==> config.mk <==
export PLATFORM = sky130hd
export DESIGN_NAME = pixel_writer
export DESIGN_NICKNAME = d
export VERILOG_FILES = /design/src/rtl/geo_pkg.sv /design/src/rtl/pixel_fifo.sv /design/src/rtl/pixel_writer.sv
export SDC_FILE = /design/constraint.sdc
export NUM_CORES = 1
export LEC_CHECK = 0
export ABC_AREA = 1
export CAP_MARGIN = 20
export CELL_PAD_IN_SITES_DETAIL_PLACEMENT = 0
export CELL_PAD_IN_SITES_GLOBAL_PLACEMENT = 2
export CORE_MARGIN = 4
export CORE_UTILIZATION = 40
export DETAILED_ROUTE_END_ITERATION = 8
export PLACE_DENSITY = 0.84
export SLEW_MARGIN = 10
export SYNTH_ARGS = -nofsm -noshare
export SYNTH_HDL_FRONTEND = slang
export SYNTH_SLANG_ARGS = --single-unit
==> constraint.sdc <==
create_clock -name clk -period 7.5 [get_ports clk]
set_input_delay 1.5 -clock clk [delete_from_list [all_inputs] [get_ports clk]]
set_output_delay 1.5 -clock clk [all_outputs]
set_load 0.02 [all_outputs]
==> src/rtl/geo_pkg.sv <==
// Shared types for the pixel writer: FSM state encoding, FIFO entry layout
// and the saturating clip-counter increment.
package geo_pkg;

    typedef enum logic [1:0] {
        IDLE  = 2'd0,
        CALC  = 2'd1,
        WRITE = 2'd2
    } state_t;

    localparam int unsigned COORD_W  = 12;
    localparam int unsigned COLOUR_W = 8;
    localparam logic [15:0] CLIP_MAX = 16'hFFFF;

    typedef struct packed {
        logic signed [COORD_W-1:0] x;
        logic signed [COORD_W-1:0] y;
        logic [COLOUR_W-1:0]       colour;
    } pixel_t;

    function automatic logic [15:0] sat_inc16(input logic [15:0] value);
        return (value == CLIP_MAX) ? value : value + 16'd1;
    endfunction

endpackage

==> src/rtl/pixel_fifo.sv <==
// Synchronous FIFO with a parameterised entry type; DEPTH must be a power of
// two so the pointers wrap for free.
module pixel_fifo #(
    parameter int unsigned DEPTH = 4,
    parameter type entry_t = logic [31:0]
) (
    input  logic                     clk,
    input  logic                     reset_n,
    input  logic                     push,
    input  entry_t                   push_data,
    input  logic                     pop,
    output entry_t                   pop_data,
    output logic                     full,
    output logic                     empty,
    output logic [$clog2(DEPTH):0]   count
);

    localparam int unsigned PTR_W = $clog2(DEPTH);
    localparam logic [PTR_W:0] DEPTH_C = (PTR_W + 1)'(DEPTH);

    entry_t           mem [DEPTH];
    logic [PTR_W-1:0] wr_ptr;
    logic [PTR_W-1:0] rd_ptr;
    logic             do_push;
    logic             do_pop;

    assign full     = (count == DEPTH_C);
    assign empty    = (count == '0);
    assign do_push  = push && !full;
    assign do_pop   = pop && !empty;
    assign pop_data = mem[rd_ptr];

    always_ff @(posedge clk or negedge reset_n) begin
        if (!reset_n) begin
            wr_ptr <= '0;
            rd_ptr <= '0;
            count  <= '0;
        end else begin
            if (do_push) begin
                wr_ptr <= wr_ptr + 1'b1;
            end
            if (do_pop) begin
                rd_ptr <= rd_ptr + 1'b1;
            end
            // Simultaneous push and pop leaves occupancy unchanged.
            case ({do_push, do_pop})
                2'b10:   count <= count + 1'b1;
                2'b01:   count <= count - 1'b1;
                default: count <= count;
            endcase
        end
    end

    always_ff @(posedge clk) begin
        if (do_push) begin
            mem[wr_ptr] <= push_data;
        end
    end

endmodule

==> src/rtl/pixel_writer.sv <==
// Buffers incoming pixels and turns each into one byte write at
// base_addr + Y*dest_width + X. Clipping is enabled by PIXEL_WRITER_CLIP_EN.
module pixel_writer
    import geo_pkg::*;
#(
    parameter int unsigned FIFO_DEPTH = 4,
    parameter int unsigned ADDR_W     = 20
) (
    input  logic                clk,
    input  logic                reset_n,
    input  logic                pixel_data_rdy,
    input  logic signed [11:0]  X_coord,
    input  logic signed [11:0]  Y_coord,
    input  logic [7:0]          colour,
    input  logic [ADDR_W-1:0]   base_addr,
    input  logic [11:0]         dest_width,
    input  logic [11:0]         dest_height,
    output logic                draw_busy,
    output logic                wr_ena,
    output logic [ADDR_W-1:0]   wr_addr,
    output logic [7:0]          wr_data,
    input  logic                wr_ack,
    output logic [15:0]         clip_count
);

    localparam int unsigned CNT_W = $clog2(FIFO_DEPTH) + 1;
    localparam logic [CNT_W-1:0] DEPTH_C = CNT_W'(FIFO_DEPTH);

    state_t             state;
    pixel_t             cur;
    pixel_t             in_pixel;
    pixel_t             head;
    logic               push;
    logic               pop;
    logic               fifo_empty;
    logic               unused_full;
    logic [CNT_W-1:0]   occ;
    logic [CNT_W-1:0]   occ_next;
    logic [ADDR_W-1:0]  x_ext;
    logic [ADDR_W-1:0]  y_ext;
    logic [ADDR_W-1:0]  w_ext;
    logic [ADDR_W-1:0]  addr_calc;
    logic               clip_hit;

    assign in_pixel = '{x: X_coord, y: Y_coord, colour: colour};
    assign push     = pixel_data_rdy && !draw_busy;
    assign pop      = (state == IDLE) && !fifo_empty;

    pixel_fifo #(
        .DEPTH   (FIFO_DEPTH),
        .entry_t (pixel_t)
    ) u_fifo (
        .clk       (clk),
        .reset_n   (reset_n),
        .push      (push),
        .push_data (in_pixel),
        .pop       (pop),
        .pop_data  (head),
        .full      (unused_full),
        .empty     (fifo_empty),
        .count     (occ)
    );

    // draw_busy is registered from the post-edge occupancy so a push can never
    // be offered into a full FIFO.
    always_comb begin
        occ_next = occ;
        if (push && !pop) begin
            occ_next = occ + 1'b1;
        end else if (!push && pop) begin
            occ_next = occ - 1'b1;
        end
    end

    // Sign extension makes unclipped negative coordinates wrap modulo 2^ADDR_W.
    assign x_ext     = ADDR_W'(cur.x);
    assign y_ext     = ADDR_W'(cur.y);
    assign w_ext     = ADDR_W'(dest_width);
    assign addr_calc = base_addr + y_ext * w_ext + x_ext;

`ifdef PIXEL_WRITER_CLIP_EN
    logic [11:0] x_u;
    logic [11:0] y_u;

    assign x_u      = cur.x;
    assign y_u      = cur.y;
    assign clip_hit = cur.x[11] || cur.y[11] || (x_u >= dest_width) || (y_u >= dest_height);

    always_ff @(posedge clk or negedge reset_n) begin
        if (!reset_n) begin
            clip_count <= '0;
        end else if (state == CALC && clip_hit) begin
            clip_count <= sat_inc16(clip_count);
        end
    end
`else
    logic unused_height;

    assign unused_height = ^dest_height;
    assign clip_hit      = 1'b0;
    assign clip_count    = '0;
`endif

    always_ff @(posedge clk or negedge reset_n) begin
        if (!reset_n) begin
            state     <= IDLE;
            cur       <= '0;
            draw_busy <= 1'b0;
            wr_ena    <= 1'b0;
            wr_addr   <= '0;
            wr_data   <= '0;
        end else begin
            draw_busy <= (occ_next == DEPTH_C);
            case (state)
                IDLE: begin
                    if (!fifo_empty) begin
                        cur   <= head;
                        state <= CALC;
                    end
                end
                CALC: begin
                    if (clip_hit) begin
                        state <= IDLE;
                    end else begin
                        wr_addr <= addr_calc;
                        wr_data <= cur.colour;
                        wr_ena  <= 1'b1;
                        state   <= WRITE;
                    end
                end
                WRITE: begin
                    if (wr_ack) begin
                        wr_ena <= 1'b0;
                        state  <= IDLE;
                    end
                end
                default: begin
                    wr_ena <= 1'b0;
                    state  <= IDLE;
                end
            endcase
        end
    end

endmodule

==> impl_metrics.json, run 1 <==
{
  "seqCellArea_um2": 5620,
  "r2r_slack_ps": 1980,
  "start_util": 0.407,
  "yosys-top-cells-area": "edfxtp_1, fa_1, dfrtp_1",
  "yosys_warnings": 0,
  "worstPathArrival_ps": 6980,
  "gp_congestion": 0.830,
  "track_usage": 0.171,
  "grt_pass1_vias": 9481,
  "cts_resized": 0,
  "worst_pin_slew_ps": 987,
  "crit_type": "input port to register",
  "status": "complete, no violations",
  "required_ps": 7850,
  "num-fill-cells": 3285,
  "ys_ff_latch": 199,
  "ys_types": 35,
  "firstDrtPassIters": 4,
  "avgSynthCellArea_um2": 9.39,
  "std_cell_rows": 67,
  "grt_setup_unrepaired": "false",
  "finalWirelength_um": 31300,
  "antenna_found_initial": 1,
  "ys_seq_area_frac": 0.409,
  "hold_viol_final": 0,
  "htree_levels": 4,
  "hold_buffers": 0,
  "cts_tree": "done",
  "synth_top_area_share": 0.280,
  "max_freq_mhz": 151,
  "hold_class": "register to register",
  "syn-cell-area_um2": 13700,
  "place_hpwl_um": 23000,
  "root_buffer": "clkbuf_16",
  "cts_buffers": 17,
  "clkSinkCount": 199,
  "drive_gt1_frac": 0.0529,
  "ios": 126,
  "cap_violations": 0,
  "post-place-ws_ps": 347,
  "setup_violations": 0,
  "fin_ws_ps": 867,
  "wl_per_cell_um": 15.7,
  "clockBufferDepth": 2,
  "async_flop_share": 0.357,
  "startpoint": "dest_width[6]",
  "period_share": 0.884,
  "die_y_um": 193,
  "grt.overflow.total": 0,
  "fin_skew_ps": 23.3,
  "setup_tns_ps": 0,
  "postCtsSetupRepairBufs": 0,
  "synthFlopType": "edfxtp_1",
  "worstPathMaxFanout": 12,
  "holdCritStartpoint": "wr_addr[1]",
  "drt_iter0_drc": 344,
  "die_area_um2": 37400,
  "syn_inst": 1462,
  "crit_path_end_kind": "register",
  "synth_enable_flop_cells": 128,
  "grt_pass1_wl_um": 50800,
  "worstSetupStartpointType": "input port",
  "grt_max_degree": 71,
  "yosys.area.top_type": "edfxtp_1",
  "slew_viol_final": 0,
  "synth.top_cells.by_count": "inv_1, nand2_1, nor2_1, fa_1, edfxtp_1",
  "numPortBuffers": 97,
  "multi_input_area_um2": 6660,
  "yosysMostFrequentCell": "inv_1",
  "finalCriticalPeriod_ps": 6630,
  "r2r-start": "cur[14]",
  "path_clk_slew_ps": 90,
  "clkLatencyLatePin_ps": 450,
  "vias": 9269,
  "drc_errors": 0,
  "die_w_um": 193,
  "core_area_um2": 33700,
  "relSlewSlack": 0.342,
  "via_per_inst": 4.63,
  "fin_nets": 1825,
  "area_delta_synth_final_pct": 14.6,
  "ant_nets": 0
}
==> through the flow <==
stage | instance area, um^2 | std cells | utilization | hold slack, ps
2_1_floorplan | 13800 | 1477 | - | 469
3_3_place_gp | 15100 | 1967 | 0.448 | 454
3_5_place_dp | 15100 | 1967 | 0.448 | 458
4_1_cts | 15700 | 1999 | 0.467 | 477
5_1_grt | 15700 | 2000 | 0.467 | 505
6_report | 15700 | 2000 | 0.467 | 472
==> path summary, 6_finish.rpt <==
kind,endpoint,depth (start not counted)
setup / recovery,wr_addr[19],21
hold / removal,wr_addr[1],2
setup reg to reg,wr_addr[19],20
hold reg to reg,wr_addr[1],2
max in group asynchronous,u_fifo.rd_ptr[0],2
min in group asynchronous,wr_addr[17],1
==> layer usage <==
layer  track usage  wire, um  part of all wire  vias to the layer above
li1              -         -                 -                     4624
met1         0.231     14800              0.47                     4479
met2         0.292     15100              0.48                      139
met3        0.0275       937             0.030                       27
met4        0.0367       444             0.014                        0
met5             0         0                 0                        -
==> cell families after synthesis <==
family,Yosys count,synth area share
other cells,1,0.000273
fa+ha+maj,207,0.260
simple gates,503,0.148
flops,199,0.409
buf+inv,379,0.110
xor+xnor,17,0.0108
compound gates,156,0.0619
==> flip-flops by register name (all words and copies together) (netlist names) <==
signal and count:
u_fifo.mem 128, state 2, wr_ena 1, draw_busy 1, u_fifo.count 3, u_fifo.wr_ptr 2, cur 32, wr_data 8
wr_addr 20, u_fifo.rd_ptr 2
==> cell usage in the layout (no fill, tap or decap), drive strengths merged <==
| master | instances |
|---|---|
| o41ai | 1 |
| nand4 | 3 |
| o21bai | 1 |
| o21ai | 102 |
| clkdlybuf4s50 | 96 |
| xor2 | 4 |
| a21oi | 18 |
| nand3b | 5 |
| inv | 317 |
| clkinv | 4 |
| nand2 | 285 |
| o22ai | 10 |
| nor2 | 171 |
| fa | 130 |
| edfxtp | 128 |
| o211ai | 1 |
| xnor2 | 13 |
| or2 | 5 |
| diode | 1 |
| conb | 16 |
| buf | 17 |
| dfrtp | 71 |
| ha | 77 |
| bufinv | 2 |
| clkbuf | 17 |
| nor3 | 3 |
| nand3 | 31 |
| a31oi | 23 |
==> cell type report <==
cell class | count | share of cell area
Multi-Input combinational cell | 899 | 0.423
Tap cell | 448 | 0.0356
Clock buffer | 17 | 0.0270
Clock inverter | 15 | 0.0141
Timing Repair Buffer | 113 | 0.0692
Sequential cell | 199 | 0.357
Inverter | 308 | 0.0734
Antenna cell | 1 | 0.000159
==> critical path: stages <==
cell and delay, ps:
clkdlybuf4s50_1 740, or2_2 450, fa_1 480, inv_1 50
fa_1 460, fa_1 490, inv_1 50, fa_1 480
inv_1 60, fa_1 480, inv_1 50, fa_1 480
inv_1 50, ha_1 410, nand3_1 150, nor2_2 140
nand3_2 90, nand3_2 130, nand3_1 90, nand3_1 90
nand2_1 50
Power of run 1 is left out: the tool's default activity adds up to more than one toggle a clock period on the data nets, which glitch-free logic cannot reach.
==> run 2: changes to the inputs <==
- CORE_ASPECT_RATIO: unset -> 1.2
- CTS_BUF_LIST: unset -> sky130_fd_sc_hd__clkbuf_16
- SKIP_CTS_REPAIR_TIMING: unset -> 1
==> impl_metrics.json, run 2 (synthesis results as in run 1) <==
{
  "clkLatencyLatePin_ps": 450,
  "place_hpwl_um": 22900,
  "setup_tns_ps": 0,
  "relSlewSlack": 0.327,
  "cp_slowest_cell": "clkdlybuf4s50_1",
  "grt_pass1_vias": 9570,
  "drc_errors": 0,
  "fin_ws_ps": 863,
  "post-place-ws_ps": 395,
  "wl_per_cell_um": 15.8,
  "crit_chain": "clkdlybuf4s50_1 > nand2_1 > fa_1 > inv_1 > fa_1 > fa_1 > inv_1 > fa_1 > inv_1 > fa_1 > inv_1 > fa_1 > inv_1 > ha_1 > a21oi_1 > o21ai_0 > a31oi_1 > nand3b_1 > nand3_1 > nand2_1",
  "crit_path_end": "wr_addr[18]",
  "timing.critical_path.mode_cell": "fa_1",
  "std_cell_rows": 74,
  "layout_commonest_cell": "inv_1",
  "r2r-start": "cur[31]",
  "worstSetupStartpointType": "input port",
  "cts_buffers": 17,
  "path_depth": 20,
  "status": "complete, no violations",
  "area_delta_synth_final_pct": 14.3,
  "cpPeakStageDelay_ps": 880,
  "ant_nets": 0,
  "antennaDiodeCount": 0,
  "antenna_found_initial": 0,
  "via_per_inst": 4.66,
  "grt_pass1_wl_um": 50500,
  "hold_class": "register to register",
  "path_clk_slew_ps": 80,
  "required_ps": 7830,
  "die_w_um": 177,
  "gp_congestion": 0.818,
  "die_area_um2": 37400,
  "clockBufferDepth": 2,
  "vias": 9349,
  "r2r_cells": 17,
  "track_usage": 0.173,
  "drt_iter0_drc": 472,
  "clkSinkCount": 199,
  "regMostFlops": "u_fifo.mem",
  "fin_skew_ps": 28.1,
  "finalWirelength_um": 31600,
  "htree_levels": 4,
  "hold_viol_final": 0,
  "cp_top_family": "adder cells",
  "crit_buf_inv": 6,
  "period_share": 0.885,
  "grt.overflow.total": 0,
  "die_y_um": 211,
  "setup_violations": 0,
  "firstDrtPassIters": 5,
  "top_regs": "u_fifo.mem x128, cur x32, wr_addr x20",
  "core_area_um2": 34000,
  "crit_type": "input port to register",
  "cts_tree": "done",
  "final_cell_mix": "inv_1, nand2_1, nor2_1",
  "worstPathArrival_ps": 6960,
  "start_util": 0.404,
  "slew_viol_final": 0,
  "grt_setup_unrepaired": "false",
  "fin_nets": 1824,
  "largest_reg_flops": 128,
  "r2r_slack_ps": 2000,
  "worst_pin_slew_ps": 1010,
  "finalCriticalPeriod_ps": 6640,
  "root_buffer": "clkbuf_16",
  "ios": 126,
  "grt_max_degree": 71,
  "r2r_end": "wr_addr[13]",
  "holdWs_ps": 475,
  "crit_path_end_kind": "register",
  "numPortBuffers": 97,
  "cap_violations": 0,
  "startpoint": "dest_width[7]",
  "drive_gt1_frac": 0.0516,
  "max_freq_mhz": 151,
  "worstPathMaxFanout": 12
}
==> run 2: cell count changes in the layout (fill, tap and decap cells not counted), sizes merged <==
| cell | change |
|---|---|
| bufinv | -2 |
| clkinv | +2 |
| buf | -1 |
| diode | -1 |
==> run 2: worst min path at each step <==
stage | start | endpoint | slack, ps | cells after the start
finish | wr_addr[2] | wr_addr[2] | 470 | 2
global route | wr_addr[10] | wr_addr[10] | 510 | 2
CTS | wr_addr[2] | wr_addr[2] | 480 | 2
detailed placement | wr_addr[2] | wr_addr[2] | 460 | 2
global placement | wr_addr[2] | wr_addr[2] | 460 | 2
floorplan | state[0] | wr_ena | 470 | 2
==> run 2: layout make-up <==
cell class	instances	area, um^2
inverter	308	1160
sequential	199	5620
multi-input combinational	899	6660
clock inverter	15	176
timing repair buffer	112	1080
fill	3302	18300
clock buffer	17	425
tap	456	571
==> run 2: worst register-to-register path: cells and delay by family (launching register included) <==
kind / cells / cell delay (ps)
adder cells (fa/ha/maj): 7 / 3380
XOR/XNOR: 1 / 230
AND/OR/NAND/NOR: 2 / 290
AO/OA/AOI/OAI: 2 / 330
flip-flops: 1 / 710
buffers and inverters: 5 / 440
==> run 2: per-layer routing <==
layer,track usage,share of wire,vias up
met5,0,0,-
met4,0.0350,0.013,0
met3,0.0256,0.040,29
met2,0.315,0.52,167
met1,0.221,0.43,4532
li1,-,-,4621
==> run 2: per-stage QoR <==
step	util	cells	cell area, um^2
3_3_place_gp	0.444	1974	15100
6_report	0.462	2006	15700
4_1_cts	0.462	2006	15700
2_1_floorplan	-	1477	13800
5_1_grt	0.462	2006	15700
3_5_place_dp	0.444	1974	15100
Power of run 2 is left out for the same reason.
==> run 3: changes to the inputs <==
- SLEW_MARGIN: 10 -> unset
==> results of run 3 <==
The final DEF is identical to that of run 2; final timing and power are the same.
Power of run 3 is left out for the same reason.
